File: config.mk
export PLATFORM = sky130hd
export DESIGN_NAME = id_stage
export DESIGN_NICKNAME = d
export VERILOG_FILES = /design/src/rtl/id_stage.sv
export SDC_FILE = /design/constraint.sdc
export NUM_CORES = 2
export LEC_CHECK = 0
export ABC_AREA = 1
export CAP_MARGIN = 20
export CORE_UTILIZATION = 35
export CTS_CLUSTER_SIZE = 8
export DETAILED_ROUTE_END_ITERATION = 6
export SKIP_CTS_REPAIR_TIMING = 1
export SYNTH_ARGS = -nofsm -noshare
export SYNTH_HDL_FRONTEND = slang
export SYNTH_SLANG_ARGS = --single-unit
File: constraint.sdc
create_clock -name clk -period 2.9 [get_ports clk]
set_input_delay 0.58 -clock clk [delete_from_list [all_inputs] [get_ports clk]]
set_output_delay 0.58 -clock clk [all_outputs]
set_load 0.01 [all_outputs]
File: src/rtl/id_stage.sv
// id_stage: decode stage of the 5-stage RV32I pipeline.
//
// Holds the 32x32 register file (written from WB, combinational reads with
// write-first bypass). Decodes the IF/ID instruction into immediates and
// control signals. Detects load-use hazards against the instruction in ID/EX.
// Drives a registered ID/EX pipeline register that feeds EX directly.
//
// Ports
//   clk, rst           core clock, synchronous active-high reset
//   if_valid/instr/pc  IF/ID instruction
//   flush              redirect from EX; kills the ID instruction
//   wb_we/rd/data      register file write port
//   stall              combinational; freezes PC and IF/ID this cycle
//   ex_*, rs*, rd, imm, alu_*, funct*, control bits   ID/EX register outputs
//   illegal_instr      registered; unsupported opcode
module id_stage #(
  parameter int unsigned XLEN  = 32,
  parameter int unsigned NREGS = 32
) (
  input  logic            clk,
  input  logic            rst,
  input  logic            if_valid,
  input  logic [31:0]     if_instr,
  input  logic [31:0]     if_pc,
  input  logic            flush,
  input  logic            wb_we,
  input  logic [4:0]      wb_rd,
  input  logic [XLEN-1:0] wb_data,
  output logic            stall,
  output logic            ex_valid,
  output logic [31:0]     ex_pc,
  output logic [XLEN-1:0] rs1_data,
  output logic [XLEN-1:0] rs2_data,
  output logic [XLEN-1:0] imm,
  output logic            alu_src,
  output logic [1:0]      alu_op,
  output logic [2:0]      funct3,
  output logic [6:0]      funct7,
  output logic            op_a_pc,
  output logic [4:0]      rs1,
  output logic [4:0]      rs2,
  output logic [4:0]      rd,
  output logic            reg_write,
  output logic            mem_read,
  output logic            mem_write,
  output logic            mem_to_reg,
  output logic            branch,
  output logic            jump,
  output logic            illegal_instr
);

  localparam logic [6:0] OpReg    = 7'b0110011;
  localparam logic [6:0] OpImm    = 7'b0010011;
  localparam logic [6:0] OpLoad   = 7'b0000011;
  localparam logic [6:0] OpStore  = 7'b0100011;
  localparam logic [6:0] OpBranch = 7'b1100011;
  localparam logic [6:0] OpJal    = 7'b1101111;
  localparam logic [6:0] OpJalr   = 7'b1100111;
  localparam logic [6:0] OpLui    = 7'b0110111;
  localparam logic [6:0] OpAuipc  = 7'b0010111;

  localparam logic [1:0] AluAdd = 2'b00;
  localparam logic [1:0] AluBr  = 2'b01;
  localparam logic [1:0] AluReg = 2'b10;
  localparam logic [1:0] AluImm = 2'b11;

  // ---------------------------------------------------------------------------
  // Register file
  // ---------------------------------------------------------------------------
  logic [XLEN-1:0] rf_q [NREGS];

  always_ff @(posedge clk) begin
    if (rst) begin
      for (int i = 0; i < NREGS; i++) begin
        rf_q[i] <= '0;
      end
    end else if (wb_we && (wb_rd != 5'd0)) begin
      rf_q[wb_rd] <= wb_data;
    end
  end

  // ---------------------------------------------------------------------------
  // Field extraction
  // ---------------------------------------------------------------------------
  logic [6:0] opcode;
  logic [4:0] instr_rs1, instr_rs2, instr_rd;
  logic [2:0] instr_f3;
  logic [6:0] instr_f7;

  assign opcode    = if_instr[6:0];
  assign instr_rd  = if_instr[11:7];
  assign instr_f3  = if_instr[14:12];
  assign instr_rs1 = if_instr[19:15];
  assign instr_rs2 = if_instr[24:20];
  assign instr_f7  = if_instr[31:25];

  logic [31:0] imm_i, imm_s, imm_b, imm_u, imm_j;

  assign imm_i = {{20{if_instr[31]}}, if_instr[31:20]};
  assign imm_s = {{20{if_instr[31]}}, if_instr[31:25], if_instr[11:7]};
  assign imm_b = {{19{if_instr[31]}}, if_instr[31], if_instr[7], if_instr[30:25],
                  if_instr[11:8], 1'b0};
  assign imm_u = {if_instr[31:12], 12'b0};
  assign imm_j = {{11{if_instr[31]}}, if_instr[31], if_instr[19:12], if_instr[20],
                  if_instr[30:21], 1'b0};

  // ---------------------------------------------------------------------------
  // Decode
  // ---------------------------------------------------------------------------
  logic [31:0] dec_imm;
  logic [4:0]  dec_rs1;
  logic [1:0]  dec_alu_op;
  logic        dec_alu_src, dec_op_a_pc;
  logic        dec_reg_write, dec_mem_read, dec_mem_write, dec_mem_to_reg;
  logic        dec_branch, dec_jump, dec_illegal;
  logic        use_rs1, use_rs2;

  always_comb begin
    dec_imm        = '0;
    dec_rs1        = instr_rs1;
    dec_alu_op     = AluAdd;
    dec_alu_src    = 1'b0;
    dec_op_a_pc    = 1'b0;
    dec_reg_write  = 1'b0;
    dec_mem_read   = 1'b0;
    dec_mem_write  = 1'b0;
    dec_mem_to_reg = 1'b0;
    dec_branch     = 1'b0;
    dec_jump       = 1'b0;
    dec_illegal    = 1'b0;
    use_rs1        = 1'b0;
    use_rs2        = 1'b0;

    case (opcode)
      OpReg: begin
        dec_alu_op    = AluReg;
        dec_reg_write = 1'b1;
        use_rs1       = 1'b1;
        use_rs2       = 1'b1;
      end
      OpImm: begin
        dec_imm       = imm_i;
        dec_alu_op    = AluImm;
        dec_alu_src   = 1'b1;
        dec_reg_write = 1'b1;
        use_rs1       = 1'b1;
      end
      OpLoad: begin
        dec_imm        = imm_i;
        dec_alu_src    = 1'b1;
        dec_mem_read   = 1'b1;
        dec_mem_to_reg = 1'b1;
        dec_reg_write  = 1'b1;
        use_rs1        = 1'b1;
      end
      OpStore: begin
        dec_imm       = imm_s;
        dec_alu_src   = 1'b1;
        dec_mem_write = 1'b1;
        use_rs1       = 1'b1;
        use_rs2       = 1'b1;
      end
      OpBranch: begin
        dec_imm    = imm_b;
        dec_alu_op = AluBr;
        dec_branch = 1'b1;
        use_rs1    = 1'b1;
        use_rs2    = 1'b1;
      end
      OpJal: begin
        dec_imm       = imm_j;
        dec_jump      = 1'b1;
        dec_reg_write = 1'b1;
        dec_op_a_pc   = 1'b1;
        dec_alu_src   = 1'b1;
      end
      OpJalr: begin
        dec_imm       = imm_i;
        dec_jump      = 1'b1;
        dec_reg_write = 1'b1;
        dec_alu_src   = 1'b1;
        use_rs1       = 1'b1;
      end
      OpLui: begin
        // The rs1 field holds immediate bits; force x0 so operand A reads 0.
        dec_imm       = imm_u;
        dec_rs1       = 5'd0;
        dec_alu_src   = 1'b1;
        dec_reg_write = 1'b1;
      end
      OpAuipc: begin
        dec_imm       = imm_u;
        dec_op_a_pc   = 1'b1;
        dec_alu_src   = 1'b1;
        dec_reg_write = 1'b1;
      end
      default: begin
        dec_illegal = 1'b1;
      end
    endcase
  end

  // ---------------------------------------------------------------------------
  // Operand read with write-first bypass
  // ---------------------------------------------------------------------------
  logic [XLEN-1:0] rd1_val, rd2_val;

  always_comb begin
    rd1_val = '0;
    if (dec_rs1 != 5'd0) begin
      if (wb_we && (wb_rd == dec_rs1)) begin
        rd1_val = wb_data;
      end else begin
        rd1_val = rf_q[dec_rs1];
      end
    end
  end

  always_comb begin
    rd2_val = '0;
    if (instr_rs2 != 5'd0) begin
      if (wb_we && (wb_rd == instr_rs2)) begin
        rd2_val = wb_data;
      end else begin
        rd2_val = rf_q[instr_rs2];
      end
    end
  end

  // ---------------------------------------------------------------------------
  // Load-use hazard
  // ---------------------------------------------------------------------------
  logic hazard;

  assign hazard = if_valid && ex_valid && mem_read && (rd != 5'd0) &&
                  ((use_rs1 && (instr_rs1 == rd)) || (use_rs2 && (instr_rs2 == rd)));

  // A redirect discards the dependent instruction, so there is nothing to wait for.
  assign stall = hazard && !flush;

  logic load_en;

  assign load_en = if_valid && !flush && !stall;

  // ---------------------------------------------------------------------------
  // ID/EX register; a bubble clears every field
  // ---------------------------------------------------------------------------
  always_ff @(posedge clk) begin
    if (rst || !load_en) begin
      ex_valid      <= 1'b0;
      ex_pc         <= '0;
      rs1_data      <= '0;
      rs2_data      <= '0;
      imm           <= '0;
      alu_src       <= 1'b0;
      alu_op        <= 2'b00;
      funct3        <= 3'b000;
      funct7        <= 7'b0000000;
      op_a_pc       <= 1'b0;
      rs1           <= 5'd0;
      rs2           <= 5'd0;
      rd            <= 5'd0;
      reg_write     <= 1'b0;
      mem_read      <= 1'b0;
      mem_write     <= 1'b0;
      mem_to_reg    <= 1'b0;
      branch        <= 1'b0;
      jump          <= 1'b0;
      illegal_instr <= 1'b0;
    end else begin
      ex_valid      <= 1'b1;
      ex_pc         <= if_pc;
      rs1_data      <= rd1_val;
      rs2_data      <= rd2_val;
      imm           <= XLEN'($signed(dec_imm));
      alu_src       <= dec_alu_src;
      alu_op        <= dec_alu_op;
      funct3        <= instr_f3;
      funct7        <= instr_f7;
      op_a_pc       <= dec_op_a_pc;
      rs1           <= dec_rs1;
      rs2           <= instr_rs2;
      rd            <= instr_rd;
      reg_write     <= dec_reg_write;
      mem_read      <= dec_mem_read;
      mem_write     <= dec_mem_write;
      mem_to_reg    <= dec_mem_to_reg;
      branch        <= dec_branch;
      jump          <= dec_jump;
      illegal_instr <= dec_illegal;
    end
  end

endmodule

# Yosys cells after proc, flatten, opt, wreduce, memory -nomap -nowiden
# Memory sizes are Yosys's and may differ from the RTL's. A register that Yosys moved wholly into a read port is not among the register bits.
# Cells that the tools add are included.
# W data, S select, Z words.
# op_classes
bitwise_logic	2
reduce_logical	31
mux	22
eq_ne	11
# ops
op	count
$pmux W32 S5	1
$mux W32	1
$reduce_or A32 Y1	1
$eq A7 B6 Y1 const B	3
$eq A7 B7 Y1 const B	3
$reduce_bool A5 Y1	4
$mux W1	17
$eq A7 B5 Y1 const B	2
$reduce_or A7 Y1	2
$eq A5 B5 Y1	2
$logic_and A1 B1 Y1	10
$mux W5	2
$reduce_or A2 Y1	5
$reduce_or A9 Y1	1
$eq A7 B2 Y1 const B	1
$pmux W2 S3	1
$reduce_or A3 Y1	2
$reduce_or A6 Y1	1
$logic_not A1 Y1	3
$logic_or A1 B1 Y1	2
$not A1 Y1	2
# totals
output_inout_bits	166
wordCells	84
ff_bits	100
mem_bits_rw	1024
inputBits	106
n_memories	1
# mem_list
name	depth	word_bits	rd	rd_clocked_by_memory_dff	wr	line_no	text
rf_q	32	32	2	2	32	70	logic [XLEN-1:0] rf_q [NREGS];

# Logic depth before layout (Yosys ltp)
# depth
word_depth	12
ltp_mapped	17
mapped_depth_nobuf	14

# Worst setup path before layout
# Ideal clock, no wire load.
# synth_timing
path_kind	input -> register
start	input wb_rd[2]
end	memory rf_q[19][0] (enable)
setup_ps	478
stages	8
t_arrival_ps	2433
path_buffers	2
required_time_ps	2422
slack_ps	-11
cell_sequence	buf_2 nor3_1 nand2_1 nand2_1 nor3_2 nand2_1 clkbuf_1 nand2_1
# synth_lines
element	line_no	text
start, declared	27	input logic [4:0] wb_rd,
end, declared	70	

# Final worst setup path
# layout_timing
start	input if_instr[17]
end	output stall
# layout_between
elab_chain_cells	5
# layout_lines
element	line_no	text
start, declared	23	input logic [31:0] if_instr,
$eq A5 B5 Y1	236	((use_rs1 && (instr_rs1 == rd)) || (use_rs2 && (instr_rs2 == rd)));
$logic_and A1 B1 Y1	236	
$logic_or A1 B1 Y1	236	
$logic_and A1 B1 Y1	235	assign hazard = if_valid && ex_valid && mem_read && (rd != 5'd0) &&
$logic_and A1 B1 Y1	239	assign stall = hazard && !flush;
end, declared	29	output logic stall,
# No other way between the ends.

==> impl_metrics.tcl <==
set metrics [dict create \
    outcome "finished, final reports clean" \
    hold_path_startpoint "if_pc[8]" \
    fill_cells 17300 \
    criticalPathCategory "input port to output pin" \
    synthTopCellsByArea "edfxtp_1 49%, nor2_1 8.8%, nand2_1 7.7%, nand3_1 7.5%, dfxtp_1 5.2%" \
    io_buffers 271 \
    slew_viol_final 0 \
    wl_per_cell_um 24.0 \
    leakagePower_nw 32.9 \
    numCtsBuffers 167 \
    avgSynthCellArea_um2 8.05 \
    p_switching_mw 12.3 \
    end_kind "output pin" \
    num_io_pins 272 \
    grt.total_usage 0.274 \
    vias_per_cell 5.63 \
    grt_max_degree 92 \
    rows 155 \
    finalNonFillerCells 10700 \
    drt_iter0_markers 8376 \
    clock_path_buffers 3 \
    r2r_slack_ps 420 \
    synth_edf_count 1024 \
    p_int_mw 32.4 \
    max_freq_mhz 369 \
    htreeDepth 4 \
    hold_viol_final 0 \
    cts.reportedPaths.clkPinSlew_ps 50 \
    cp_max_fo 4 \
    worstReg2RegStart "rd[3]$_SDFF_PP0_" \
    area_growth_pct 24.0 \
    ys.flop_type "edfxtp_1" \
    die_h_um 427 \
    drive_gt1_frac 0.109 \
    rsz0062_at_grt "no" \
    multi_input_area_um2 23600 \
    overflow 0 \
    combPwrFrac 0.138 \
    tightest_slew_ps 1070 \
    first_pass_iters 7 \
    drcViolationCount 0 \
    dieArea_um2 183000 \
    synth_common_cells "1486 x nor2_1, 1304 x nand2_1, 1024 x edfxtp_1, 946 x nand3_1, 813 x inv_1" \
    synth_top_area_cell "edfxtp_1" \
    ys_ff_latch 1188 \
    power_switching_share 0.275 \
    min_path_cells 3 \
    synthCells 7861 \
    yosysTopAreaCellShare 0.486 \
    async_flop_share 0 \
    clk_latency_ps 820 \
    ctsRootBufferMaster "clkbuf_16" \
    syn_area_um2 63300 \
    initial_core_util 0.354 \
    period_needed_ps 2710 \
    fin_total_pwr_mw 44.6 \
    vdd_drop_max_v 0.000460 \
    top_register "rf_q" \
    clock_skew_ps 41.5 \
    core_area_um2 179000 \
    worst-endpoint-required_ps 2320 \
    synth.distinct_cells 39 \
    grt_pass1_vias 56900 \
    chipWidth_um 427 \
    fin_area_um2 78500 \
    antenna_found_initial 3 \
    gp_congestion 0.954 \
    nets 8349 \
    grt_pass1_wl_um 372000 \
    yosys_warnings 0 \
    cp_data_arrival_time_ps 2130 \
    dp_hpwl_um 165000 \
    power_frac_clock 0.418 \
    hold_class "input port to register" \
    fin_crit_sh 0.934 \
    vias 60400 \
    largest_reg_flops 1024 \
    register_area_um2 34000 \
    setup_viol_count_final 0 \
    ant_nets 0 \
    yosysSeqAreaShare 0.538 \
    rr_worst_depth 12 \
    p_seq_frac 0.444 \
    routed_wl_um 257000 \
    hold_slack_ps 299 \
    place_area_um2 73600 \
    yosysMostFrequentCell "nor2_1" \
    cts_tree "done" \
    cts.sinks 1188 \
    p_per_area_nw_per_um2 568 \
    utilization 0.439 \
    r2r-end "rs2_data[20]$_SDFF_PP0_" \
    drv_cap 0 \
    startpoint_type "input port" \
    placedCellCount 10400 \
    timing.slew.headroom 0.280 \
    min_to "ex_pc[8]$_SDFF_PP0_" \
]
## layout by cell type (no fill, tap or decap), drive strengths merged, types with 114 or more instances in the layout
| master | netlist | layout |
|---|---|---|
| nand2 | 1311 | 1311 |
| nand3 | 946 | 946 |
| nor2 | 1490 | 1490 |
| inv | 818 | 829 |
| buf | 288 | 610 |
| o2111ai | 114 | 114 |
| clkdlybuf4s50 | 0 | 262 |
| clkbuf | 403 | 284 |
| o21ai | 521 | 521 |
| dfxtp | 164 | 164 |
| a21oi | 587 | 587 |
| edfxtp | 1024 | 1024 |
## cell type report
type / count / area share
antenna: 4 / 0.000127
clock buffer: 284 / 0.0592
clock inverter: 15 / 0.00260
inverter: 820 / 0.0395
multi-input combinational: 5193 / 0.300
sequential: 1188 / 0.434
tap: 2355 / 0.0375
timing repair buffer: 873 / 0.127
## worst max path at each step
stage	slack, ps	to	start
2_1_floorplan	-10	rf_q[23][0]$_SDFFCE_PN0P_	wb_rd[2]
3_3_place_gp	-470	rf_q[1][6]$_SDFFCE_PN0P_	wb_we
3_5_place_dp	-420	rs1_data[29]$_SDFF_PP0_	if_instr[5]
4_1_cts	-360	stall	rd[2]$_SDFF_PP0_
5_1_grt	60	stall	rd[2]$_SDFF_PP0_
6_report	190	stall	if_instr[17]
## worst max-delay path, cell delays in order
cell and delay [ps]:
clkdlybuf4s50_1 590, inv_1 70, nand2_1 60, nand4_1 110, nor3_2 160, buf_4 140
nand2_1 40, nand2_1 50, nand2_1 90, inv_1 70, dlymetal6s2s_1 160
## layer usage
| metal | vias to the layer above | wire length (µm) | GRT usage |
|---|---|---|---|
| li1 | 26800 | - | - |
| met1 | 28700 | 99200 | 0.363 |
| met2 | 4169 | 113000 | 0.419 |
| met3 | 722 | 29900 | 0.0521 |
| met4 | 0 | 15300 | 0.158 |
| met5 | - | 0 | 0 |
## power groups by stage
stage / logic [mW] / clock network, mW / registers [mW]
floorplan: 3.14 / 0 / 20.0
global placement: 5.93 / 0 / 20.1
detailed placement: 5.99 / 0 / 20.1
CTS: 6.03 / 18.8 / 19.8
global route: 6.56 / 19.5 / 19.9
finish: 6.16 / 18.7 / 19.8
## cell families (layout without fill, tap and decap cells)
family                 Yosys count  after routing  share of synthesized area
AO/OA/AOI/OAI                 1331           1331                      0.117
XOR/XNOR                        11             11                    0.00152
buffers and inverters         1511           1992                     0.0951
flip-flops                    1188           1188                      0.538
other                            1             36                  0.0000592
AND/OR/NAND/NOR               3819           3819                      0.248
## through the flow
stage	setup slack [ps]	setup TNS, ps
final	192	0
after global routing	63.3	0
after CTS	-357	-357
after detailed placement	-417	-90270
after global placement	-474	-161480
after floorplan	-10.8	-2770
No activity file was read; power rests on OpenSTA's default activity.
